<file path="config.mk">
export PLATFORM = sky130hd
export DESIGN_NAME = paddle_rc_emu
export DESIGN_NICKNAME = d
export VERILOG_FILES = /design/src/rtl/paddle_rc_emu.sv
export SDC_FILE = /design/constraint.sdc
export NUM_CORES = 1
export LEC_CHECK = 0
export BUFFER_PORTS_ARGS = -buffer_cell sky130_fd_sc_hd__buf_4
export CORE_MARGIN = 2
export CORE_UTILIZATION = 40
export DETAILED_ROUTE_END_ITERATION = 8
export GPL_ROUTABILITY_DRIVEN = 1
export HOLD_SLACK_MARGIN = 0.12
export REMOVE_ABC_BUFFERS = 1
export SYNTH_ARGS = -nofsm -noshare
export SYNTH_HDL_FRONTEND = slang
export SYNTH_SLANG_ARGS = --single-unit
</file>
<file path="constraint.sdc">
create_clock -name clk_sys -period 3.9 [get_ports clk_sys]
set_clock_uncertainty 0.1 [all_clocks]
set_input_delay 0.195 -clock clk_sys [delete_from_list [all_inputs] [get_ports clk_sys]]
set_output_delay 0.195 -clock clk_sys [all_outputs]
set_load 0.01 [all_outputs]
</file>
<file path="src/rtl/paddle_rc_emu.sv">
// Paddle pot/RC timer emulation for one player: button (or optional analog) position plus a per-frame line countdown.
// Optional feature macro: PADDLE_ANALOG_EN (analog stick drives position when use_analog=1).
module paddle_rc_emu #(
  parameter int POS_W        = 9,
  parameter int POS_MAX      = 255,
  parameter int POS_INIT     = 128,
  parameter int STEP_SLOW    = 5,
  parameter int STEP_FAST    = 8,
  parameter int ACCEL_FRAMES = 4
) (
  input  logic              clk_sys,
  input  logic              reset,
  input  logic              hs,
  input  logic              vs,
  input  logic              btn_up,
  input  logic              btn_down,
  input  logic              fast,
  input  logic              use_analog,
  input  logic signed [7:0] analog_y,
  output logic              pin_out,
  output logic [POS_W-1:0]  pos
);

  typedef enum logic [1:0] {IDLE = 2'd0, UP = 2'd1, DOWN = 2'd2} state_t;

  localparam int               HOLD_W    = $clog2(ACCEL_FRAMES + 1);
  localparam logic [HOLD_W-1:0] HOLD_MAX  = HOLD_W'(ACCEL_FRAMES);
  localparam logic [POS_W:0]    POS_MAX_X = (POS_W + 1)'(POS_MAX);
  localparam logic [POS_W:0]    STEP_S    = (POS_W + 1)'(STEP_SLOW);
  localparam logic [POS_W:0]    STEP_F    = (POS_W + 1)'(STEP_FAST);

  state_t              state, state_nxt;
  logic [HOLD_W-1:0]   hold, hold_nxt;
  logic [POS_W-1:0]    cap, pos_nxt;
  logic [POS_W:0]      base, step;
  logic                vs_q, hs_q, vs_rise, hs_rise;
  logic                up_only, down_only;

  function automatic logic [POS_W-1:0] sat_sub(input logic [POS_W-1:0] p, input logic [POS_W:0] s);
    logic [POS_W:0] diff;
    diff = {1'b0, p} - s;
    if ({1'b0, p} < s) return '0;
    return diff[POS_W-1:0];
  endfunction

  function automatic logic [POS_W-1:0] sat_add(input logic [POS_W-1:0] p, input logic [POS_W:0] s);
    logic [POS_W:0] sum;
    sum = {1'b0, p} + s;
    if (sum > POS_MAX_X) return POS_MAX_X[POS_W-1:0];
    return sum[POS_W-1:0];
  endfunction

  assign vs_rise   = vs & ~vs_q;
  assign hs_rise   = hs & ~hs_q;
  assign up_only   = btn_up & ~btn_down;
  assign down_only = btn_down & ~btn_up;
  assign pin_out   = (cap == '0);

`ifdef PADDLE_ANALOG_EN
  logic [7:0]     ana_off;
  logic [POS_W:0] ana_x;
  assign ana_off = analog_y ^ 8'h80;
  assign ana_x   = (POS_W + 1)'(ana_off);
`else
  logic unused_analog;
  assign unused_analog = ^{use_analog, analog_y};
`endif

  // Movement decision; only committed on vs_rise
  always_comb begin
    state_nxt = state;
    hold_nxt  = '0;
    pos_nxt   = pos;
    case (state)
      UP: begin
        if (up_only) begin
          state_nxt = UP;
          hold_nxt  = (hold == HOLD_MAX) ? HOLD_MAX : hold + 1'b1;
        end else if (down_only) begin
          state_nxt = DOWN;
        end else begin
          state_nxt = IDLE;
        end
      end
      DOWN: begin
        if (down_only) begin
          state_nxt = DOWN;
          hold_nxt  = (hold == HOLD_MAX) ? HOLD_MAX : hold + 1'b1;
        end else if (up_only) begin
          state_nxt = UP;
        end else begin
          state_nxt = IDLE;
        end
      end
      default: begin
        if (up_only)        state_nxt = UP;
        else if (down_only) state_nxt = DOWN;
        else                state_nxt = IDLE;
      end
    endcase

    // Doubling kicks in on the frame the run length reaches ACCEL_FRAMES; a fresh run starts at base
    base = fast ? STEP_F : STEP_S;
    step = (hold_nxt == HOLD_MAX) ? (base << 1) : base;
    if (state_nxt == UP)        pos_nxt = sat_sub(pos, step);
    else if (state_nxt == DOWN) pos_nxt = sat_add(pos, step);

`ifdef PADDLE_ANALOG_EN
    if (use_analog) begin
      state_nxt = IDLE;
      hold_nxt  = '0;
      pos_nxt   = (ana_x > POS_MAX_X) ? POS_MAX_X[POS_W-1:0] : ana_x[POS_W-1:0];
    end
`endif
  end

  // Edge registers, countdown and position state
  always_ff @(posedge clk_sys) begin
    if (reset) begin
      vs_q  <= 1'b0;
      hs_q  <= 1'b0;
      cap   <= '0;
      pos   <= POS_W'(POS_INIT);
      state <= IDLE;
      hold  <= '0;
    end else begin
      vs_q <= vs;
      hs_q <= hs;
      if (vs_rise) begin
        cap   <= pos;
        pos   <= pos_nxt;
        state <= state_nxt;
        hold  <= hold_nxt;
      end else if (hs_rise && cap != '0) begin
        cap <= cap - 1'b1;
      end
    end
  end

endmodule

</file>
=== Word-level counts from Yosys, hierarchy flattened ===
Cells that the tools add are included.

* Flip-flop bits (word level): 25
* Bits of input ports: 16
* Output and inout bits: 10
* Word-level logic and storage cells: 56

* Add/sub/neg operators: 4
* Magnitude comparators: 2
* Equal/unequal tests: 6
* Mux-type cells: 24
* Bitwise logic cells: 8
* Reductions and logical operators: 6

{| class="wikitable"
|+ Operators by type and width
! cell !! count
|-
| $mux W9 || 8
|-
| $add A9 B5 Y10 || 1
|-
| $gt A10 B8 Y1 const B || 1
|-
| $logic_not A9 Y1 || 1
|-
| $lt A9 B5 Y1 || 1
|-
| $mux W3 || 3
|-
| $reduce_bool A9 Y1 || 1
|-
| $sub A9 B1 Y9 const B || 1
|-
| $sub A9 B5 Y9 || 1
|-
| $mux W2 || 4
|-
| $eq A3 B3 Y1 const B || 2
|-
| $mux W1 || 6
|-
| $pmux W3 S2 || 1
|-
| $mux W5 || 1
|-
| $and A1 B1 Y1 || 4
|-
| $eq A2 B1 Y1 const B || 2
|-
| $eq A2 B2 Y1 const B || 2
|-
| $mux W4 || 1
|-
| $not A1 Y1 || 4
|-
| $reduce_bool A2 Y1 || 2
|-
| $add A3 B1 Y3 const B || 1
|-
| $reduce_and A2 Y1 || 1
|-
| $logic_and A1 B1 Y1 || 1
|}

=== Longest topological paths before layout ===
Gate-level depths: netlist of the first run.

* Depth after elaboration: 14
* Depth in mapped cells: 16
* Depth with buffers taken out: 16

=== Worst setup path before layout of the first run ===
OpenSTA, ideal clock, no wires.

* Kind: flip-flop to flip-flop
* Start: reg state[0]
* End: reg pos[5]
* Library setup time: 86 ps
* Arrival: 3319 ps
* Required time: 3714 ps
* Setup slack: 395 ps
* Stages on the path, launching flop included: 15
* Path buffers: 0
* Clock period less this slack: 3505 ps
* Cell sequence: dfxtp_1 -> inv_1 -> ha_1 -> or2_2 -> a211oi_1 -> inv_1 -> ha_1 -> ha_1 -> fa_1 -> nor2b_1 -> o21a_1 -> and4_1 -> nor2_1 -> o32ai_1 -> a211oi_1

* Word-level cells in the longest chain between the ends: 12
* Elaborated cells between the ends (all ways): 23
* Those cells by class: add/sub (2); order compare (2); eq/ne (5); mux (12); reduce/logical (2)

{| class="wikitable"
|+ RTL lines
! what !! RTL line !! RTL
|-
| start, declared || 32 || <nowiki>state_t state, state_nxt;</nowiki>
|-
| start signal, assigned || 132 || <nowiki>state <= state_nxt;</nowiki>
|-
| $eq A2 B2 Y1 / $eq A2 B1 Y1 (equally long branches) || 74 || <nowiki>case (state)</nowiki>
|-
| $pmux W3 S2 || 74 ||
|-
| $eq A3 B3 Y1 || 104 || <nowiki>step = (hold_nxt == HOLD_MAX) ? (base << 1) : base;</nowiki>
|-
| $mux W5 || 104 ||
|-
| $add A9 B5 Y10 || 48 || <nowiki>sum = {1'b0, p} + s;</nowiki>
|-
| $gt A10 B8 Y1 || 49 || <nowiki>if (sum > POS_MAX_X) return POS_MAX_X[POS_W-1:0];</nowiki>
|-
| $mux W1 || 49 ||
|-
| $mux W1 || 106 || <nowiki>else if (state_nxt == DOWN) pos_nxt = sat_add(pos, step);</nowiki>
|-
| $mux W1 || 105 || <nowiki>if (state_nxt == UP) pos_nxt = sat_sub(pos, step);</nowiki>
|-
| $mux W9 || 50 || <nowiki>return sum[POS_W-1:0];</nowiki>
|-
| $mux W9 || 106 ||
|-
| $mux W9 || 105 ||
|-
| end signal, assigned || 123 || <nowiki>pos <= POS_W'(POS_INIT);</nowiki>
|-
| end signal, assigned || 131 || <nowiki>pos <= pos_nxt;</nowiki>
|-
| end, declared || 21 || <nowiki>output logic [POS_W-1:0] pos</nowiki>
|}

Parallel ways exist; a longest one is shown, timed or not. The select of a mux whose other input is x is not followed.
A chain may end at the register's enable or synchronous reset.

=== Worst setup path after layout of the first run ===
* Start: reg state[0]
* End: reg pos[6]

The elaborated chain is that of the path after synthesis.

==> results of run 1 <==
[kinds of logic (layout without fill, tap and decap cells)]
family | after synthesis | count (layout)
xor+xnor | 11 | 11
compound gates | 71 | 71
fa+ha+maj | 23 | 23
mux | 2 | 2
simple gates | 83 | 83
flops | 25 | 25
buf+inv | 33 | 48
[per-layer routing]
metal	wire length (um)	vias to the layer above	global-route usage [%]	share of wire, %
met3	81	8	1.36	1.8
met4	62	0	4.56	1.4
met2	1970	32	27.4	45
met1	2270	796	23.5	52
met5	0	-	0	0
li1	-	908	-	-
[power groups by stage]
stage          Combinational, mW  Sequential (mW)  Clock (mW)
2_1_floorplan              0.143            0.299           0
3_3_place_gp               0.197            0.303           0
3_5_place_dp               0.198            0.303           0
4_1_cts                    0.201            0.297       0.157
5_1_grt                    0.227            0.301       0.167
6_report                   0.200            0.297       0.153
[cells in the mapped netlist, drive strengths merged (2+ instances only)]
library cell / number
buf: 2
xor2: 3
ha: 21
or3: 2
o31ai: 4
o21bai: 4
inv: 21
nor4: 2
nand3: 4
a311o: 2
clkbuf: 10
nor2b: 8
nand2b: 5
nor2: 20
o21a: 2
nand3b: 2
nor3: 7
o21ai: 19
a21oi: 17
mux2: 2
or4: 2
a211oi: 7
a31oi: 3
o2111ai: 2
dfxtp: 25
xnor2: 8
nand2: 23
fa: 2
[critical path: cells and delay by family (launching register included)]
kind	cells	cell delay, ns
DFF	1	0.37
adders and majority gates	4	1.17
AOI/OAI and AO/OA	5	1.14
buffers and inverters	3	0.27
and+or+nand+nor	3	0.59
[flip-flops by register name, indices dropped and copies added, names as in the netlist]
register / flops
cap: 9
hold: 3
hs_q: 1
pos: 9
state: 2
vs_q: 1
[through the flow]
stage	cells	utilization (%)
floorplan	236	-
detailed placement	324	45.9
finish	330	47.4
CTS	330	47.3
global route	330	47.4
global placement	324	45.9
[final cells by class]
class	count	area share, %
clock buffers	4	2.01
multi-input cells	190	60.4
well taps	67	3.75
flip-flops and latches	25	22.4
inverters	21	3.52
repair buffers	23	7.94
[what timing repair did]
action	4_1_cts	5_1_grt
gates resized for setup	1	1
pin swaps	0	2
endpoints found under the setup margin	1	7
hold buffers	2	0
hold endpoints to repair	2	0
[path summary, 6_finish.rpt]
path | cells after the start | slack, ns | to
min | 2 | 0.17 | cap[7]
min reg2reg | 2 | 0.38 | hold[1]
max | 15 | 0.19 | pos[6]
max reg2reg | 15 | 0.19 | pos[6]
==> reports/metrics.yaml, run 1 <==
vias_in_the_first_global_route: 1587
power_density_nw_per_um2: 290
internal-power_mw: 0.438
cpMostUsedCell: "sky130_fd_sc_hd__ha_1"
post-route-worst-setup-slack_ns: 0.187
power_mw: 0.650
clockRootBuffer: "sky130_fd_sc_hd__clkbuf_8"
synth-xor-area-share_pct: 4.89
worst-path-max-fanout: 4
endpoint_kind: "flip-flop"
clkTransAtPathRegs_ns: 0.09
min-delay-path-class: "input port to flip-flop"
overflow: 0
routed_wire_length_per_instance_um: 13.3
sequential_cell_area_um2: 500
core_um2: 4720
first_pass_iters: 4
multi_input_area_um2: 1350
fillers: 496
areaGrowthSynthToFinish_pct: 13.5
power_leakage_nw: 0.932
post_synth_num_cell_types: 49
die_h_um: 74.2
syn_area_um2: 1970
synth.yosys.seq_area_share_pct: 25.4
placement.cell_area_um2: 2170
outcome: "completed"
port_buffers: 16
postSynth.asyncResetShare_pct: 0
timing.setup.tns_ns: 0
floorplan.rows: 25
cts.sink_count: 25
synth_enable_flop_cells: 0
ant_nets: 0
period_share_pct: 95.2
hold_slack_ns: 0.168
max_slew_margin_pct: 47.3
timing_worst_slew_pin_value_ns: 0.790
vias_per_cell: 5.28
synth_area_leaders: "sky130_fd_sc_hd__dfxtp_1 (25%), sky130_fd_sc_hd__ha_1 (13%), sky130_fd_sc_hd__nand2_1 (4.4%), sky130_fd_sc_hd__a21oi_1 (4.3%), sky130_fd_sc_hd__o21ai_0 (4.1%)"
worstSetupStartpoint: "state[0]"
grt_start_max_net_pins: 22
timing.critical_path.arrival_ns: 3.77
clock_power_share_pct: 23.6
timing.final.crit_period_ns: 3.71
critPathRequiredTime_ns: 3.96
layout.cells.most_common: "sky130_fd_sc_hd__dfxtp_1"
post_synthesis_mux_area_share_pct: 1.14
die_area_um2: 5510
syn_inst: 248
post_cts.repair.setup_buffers: 0
syn_area_per_cell_um2: 7.95
post-synth-top-area-fraction_pct: 25.4
dominant_combinational_cell_family_by_area_after_synthesis: "compound AO/OA/AOI/OAI gates"
p_switching_mw: 0.212
residual_drc_count: 0
cpPeakStageDelay_ns: 0.41
yosys_most_used_dff: "sky130_fd_sc_hd__dfxtp_1"
clk_path_buf_depth: 2
gp_congestion: 0.823
tritoncts_clock_tree: "built"
critical_path.startpoint_type: "flip-flop"
max_clock_freq_mhz: 269
hold_violations: 0
final_cell_area_um2: 2240
initial_core_util_pct: 41.7
max-vdd-ir-drop_v: 0.000155
wire_length_of_the_first_global_routing_pass_mm: 7.38
setup_viol: 0
sw_frac_of_total_pct: 32.7
antenna_found_initial: 0
maxSlewViolCount: 0
tritoncts.num_buffers: 3
yosysTopAreaCell: "sky130_fd_sc_hd__dfxtp_1"
mostFrequentLayoutCells: "sky130_fd_sc_hd__dfxtp_1 (25), sky130_fd_sc_hd__nand2_1 (23), sky130_fd_sc_hd__inv_1 (21), sky130_fd_sc_hd__ha_1 (21), sky130_fd_sc_hd__buf_4 (21)"
drt_iter0_markers: 50
grt_setup_unrepaired: "no"
grt.total_usage_pct: 16.6
hp-start: "reset"
ios: 26
cts_max_level: 1
critical_path.reg2reg.startpoint: "state[0]"
postRouteWirelength_mm: 4.38
hpwlAfterDp_mm: 3.22
post-place-ws_ns: 0.0220
route.vias.total: 1744
adder_and_majority_gate_portion_of_the_synthesized_area_pct: 15.4
num_antenna_cells: 0
die-width_um: 74.2
synthSimpleGateAreaFrac_pct: 21.8
drive_above_1_share_pct: 13.7
max-cap-violations: 0
clock_insertion_delay_worst_skew_ns: 0.26
ys_seq_elements: 25
power.share.sequential_pct: 45.7
synthesis.yosys.warnings: 0
path_cells: "inv_1 -> ha_1 -> or2_2 -> a211oi_2 -> buf_4 -> inv_1 -> ha_1 -> ha_1 -> fa_1 -> nor2b_1 -> o21a_1 -> o21bai_1 -> nor2_2 -> o221a_1 -> a311o_1"
criticalPathCategory: "flip-flop to flip-flop"
synth-compound-area-share_pct: 25.1
critical_path.slowest_cell: "sky130_fd_sc_hd__fa_1"
comb_power_share_pct: 30.7
nets: 303
No activity file was read; power rests on OpenSTA's default activity.
==> inputs of run 2 (changes only) <==
- ABC_AREA: unset -> 1
==> reports/metrics.yaml, run 2 <==
outcome: "completed"
period_share_pct: 89.3
timing_worst_slew_pin_value_ns: 0.574
sw_frac_of_total_pct: 37.5
internal-power_mw: 0.464
layout_top_registers: "cap (9), pos (9), hold (3)"
grt_start_max_net_pins: 21
power_leakage_nw: 1.15
endpoint_kind: "flip-flop"
wire_length_of_the_first_global_routing_pass_mm: 7.89
drive_above_1_share_pct: 13.1
synthesis.yosys.warnings: 0
critical_path.n_buffers_inverters: 3
cts_max_level: 1
cts_hold_buffers: 3
timing.critical_path.max_delay_family: "adder cells"
synth.yosys.seq_area_share_pct: 24.1
power_density_nw_per_um2: 320
residual_drc_count: 0
critPathRequiredTime_ns: 3.96
hold_slack_ns: 0.254
yosysTopAreaCell: "sky130_fd_sc_hd__dfxtp_1"
p_switching_mw: 0.279
postSynth.asyncResetShare_pct: 0
ys_seq_elements: 25
mostFrequentLayoutCells: "sky130_fd_sc_hd__nand2_1 (64), sky130_fd_sc_hd__inv_1 (35), sky130_fd_sc_hd__nor2_1 (31)"
vias_per_cell: 4.88
layout.cells.most_common: "sky130_fd_sc_hd__nand2_1"
timing.hold.worst_path_depth: 4
clk_path_buf_depth: 2
timing.critical_path.arrival_ns: 3.55
cts.sink_count: 25
gp_congestion: 0.826
num_antenna_cells: 0
power.share.sequential_pct: 42.0
synth_area_leaders: "sky130_fd_sc_hd__dfxtp_1 (24%), sky130_fd_sc_hd__ha_1 (13%), sky130_fd_sc_hd__nand2_1 (12%), sky130_fd_sc_hd__a21oi_1 (6.5%), sky130_fd_sc_hd__inv_1 (6.3%)"
drt_iter0_markers: 111
postRouteWirelength_mm: 4.64
port_buffers: 16
vias_in_the_first_global_route: 1770
die_h_um: 76.1
setup_viol: 0
min-delay-path-class: "input port to flip-flop"
critical_path.slowest_cell: "sky130_fd_sc_hd__fa_1"
nets: 368
hold_violations: 0
criticalPathCategory: "flip-flop to flip-flop"
most_frequent_cells_after_synthesis: "sky130_fd_sc_hd__nand2_1 (64), sky130_fd_sc_hd__inv_1 (35), sky130_fd_sc_hd__nor2_1 (31)"
floorplan.rows: 26
clockRootBuffer: "sky130_fd_sc_hd__clkbuf_8"
first_pass_iters: 4
timing.final.crit_period_ns: 3.48
clock_insertion_delay_worst_skew_ns: 0.27
clock_power_share_pct: 21.2
cpMostUsedCell: "sky130_fd_sc_hd__nand2_1"
synth_enable_flop_cells: 0
post_cts.resized_instances: 0
post_synth_num_cell_types: 34
post-synth-top-area-fraction_pct: 24.1
max-vdd-ir-drop_v: 0.000139
initial_core_util_pct: 40.9
r2r_cells: 18
grt.total_usage_pct: 16.1
syn_area_per_cell_um2: 6.66
yosys_most_used_dff: "sky130_fd_sc_hd__dfxtp_1"
hpwlAfterDp_mm: 3.64
critical_path.startpoint_type: "flip-flop"
grt_setup_unrepaired: "no"
max_clock_freq_mhz: 287
post_cts.repair.setup_buffers: 0
syn_area_um2: 2080
die_area_um2: 5790
core_um2: 5070
comb_power_share_pct: 36.9
overflow: 0
tritoncts_clock_tree: "built"
maxSlewViolCount: 0
path_cells: "inv_1 -> ha_1 -> a21oi_1 -> nand2_1 -> nor3_1 -> buf_4 -> inv_1 -> ha_1 -> ha_1 -> fa_1 -> nand2_1 -> nand2_1 -> nand3_1 -> nand2_1 -> nand2_1 -> nand3_1 -> o21ai_1 -> a21oi_1"
worst-path-max-fanout: 6
areaGrowthSynthToFinish_pct: 11.9
tritoncts.num_buffers: 3
syn_inst: 312
fin_util_pct: 45.8
critical_path_cell_count: 18
clkTransAtPathRegs_ns: 0.09
ant_nets: 0
die-width_um: 76.1
cpPeakStageDelay_ns: 0.41
antenna_found_initial: 0
timing.setup.tns_ns: 0
ios: 26
max-cap-violations: 0
routed_wire_length_per_instance_um: 11.7
post-place-ws_ns: 0.455
route.vias.total: 1943
most_frequent_cell_after_synthesis: "sky130_fd_sc_hd__nand2_1"
max_slew_margin_pct: 61.7
post-route-worst-setup-slack_ns: 0.416
==> run 2: changes by cell type in the layout (fill, tap and decap cells not counted), moves of 7 or more <==
cell	previous run	this run
sky130_fd_sc_hd__a21oi_1	17	27
sky130_fd_sc_hd__inv_1	21	35
sky130_fd_sc_hd__inv_2	0	7
sky130_fd_sc_hd__nand2_1	23	64
sky130_fd_sc_hd__nand3_1	4	15
sky130_fd_sc_hd__nor2_1	19	31
sky130_fd_sc_hd__nor2b_1	8	0
sky130_fd_sc_hd__o21ai_1	3	15
==> run 2: logic make-up after synthesis <==
family | count (synthesis) | synth area share [%]
adder cells (fa/ha/maj) | 23 | 14.6
AND/OR/NAND/NOR | 133 | 28.6
flip-flops | 25 | 24.1
AO/OA/AOI/OAI | 66 | 16.8
XOR/XNOR | 12 | 5.06
buffers and inverters | 51 | 9.94
multiplexers | 2 | 0.964
==> run 2: path summary, 6_finish.rpt <==
path | from | to | slack [ns]
max | state[0] | pos[4] | 0.42
min reg2reg | state[1] | state[1] | 0.39
min | btn_down | state[1] | 0.25
max reg2reg | state[0] | pos[4] | 0.42
==> run 2: metal layers <==
layer | vias up | GRT usage (%) | part of all wire [%]
met5 | - | 0 | 0
met4 | 0 | 5.27 | 1.3
met3 | 5 | 0.118 | 1.5
met2 | 32 | 28.6 | 47
met1 | 864 | 21.5 | 50
li1 | 1042 | - | -
==> run 2: power groups by stage <==
stage	clock network, mW	registers [mW]	logic [mW]
3_5_place_dp	0	0.318	0.271
4_1_cts	0.159	0.312	0.275
2_1_floorplan	0	0.313	0.207
3_3_place_gp	0	0.318	0.268
6_report	0.157	0.312	0.274
5_1_grt	0.169	0.317	0.311
==> run 2: worst min-delay path, stage by stage <==
cell	delay (ns)
sky130_fd_sc_hd__buf_4	0.09
sky130_fd_sc_hd__ha_1	0.12
sky130_fd_sc_hd__o21ai_0	0.07
sky130_fd_sc_hd__a21oi_1	0.11
==> run 2: cell type report <==
type	instances	area, um^2
Fill cell	580	2750
Multi-Input combinational cell	236	1370
Sequential cell	25	500
Inverter	43	161
Timing Repair Buffer	20	158
Tap cell	70	87.6
Clock buffer	3	41.3
Clock inverter	1	5.00
==> run 2: per-stage QoR <==
step / area (um^2) / total power [mW] / instances
floorplan: 2030 / 0.520 / 304
global placement: 2250 / 0.586 / 391
detailed placement: 2250 / 0.589 / 391
CTS: 2320 / 0.747 / 398
global route: 2320 / 0.798 / 398
finish: 2320 / 0.743 / 398
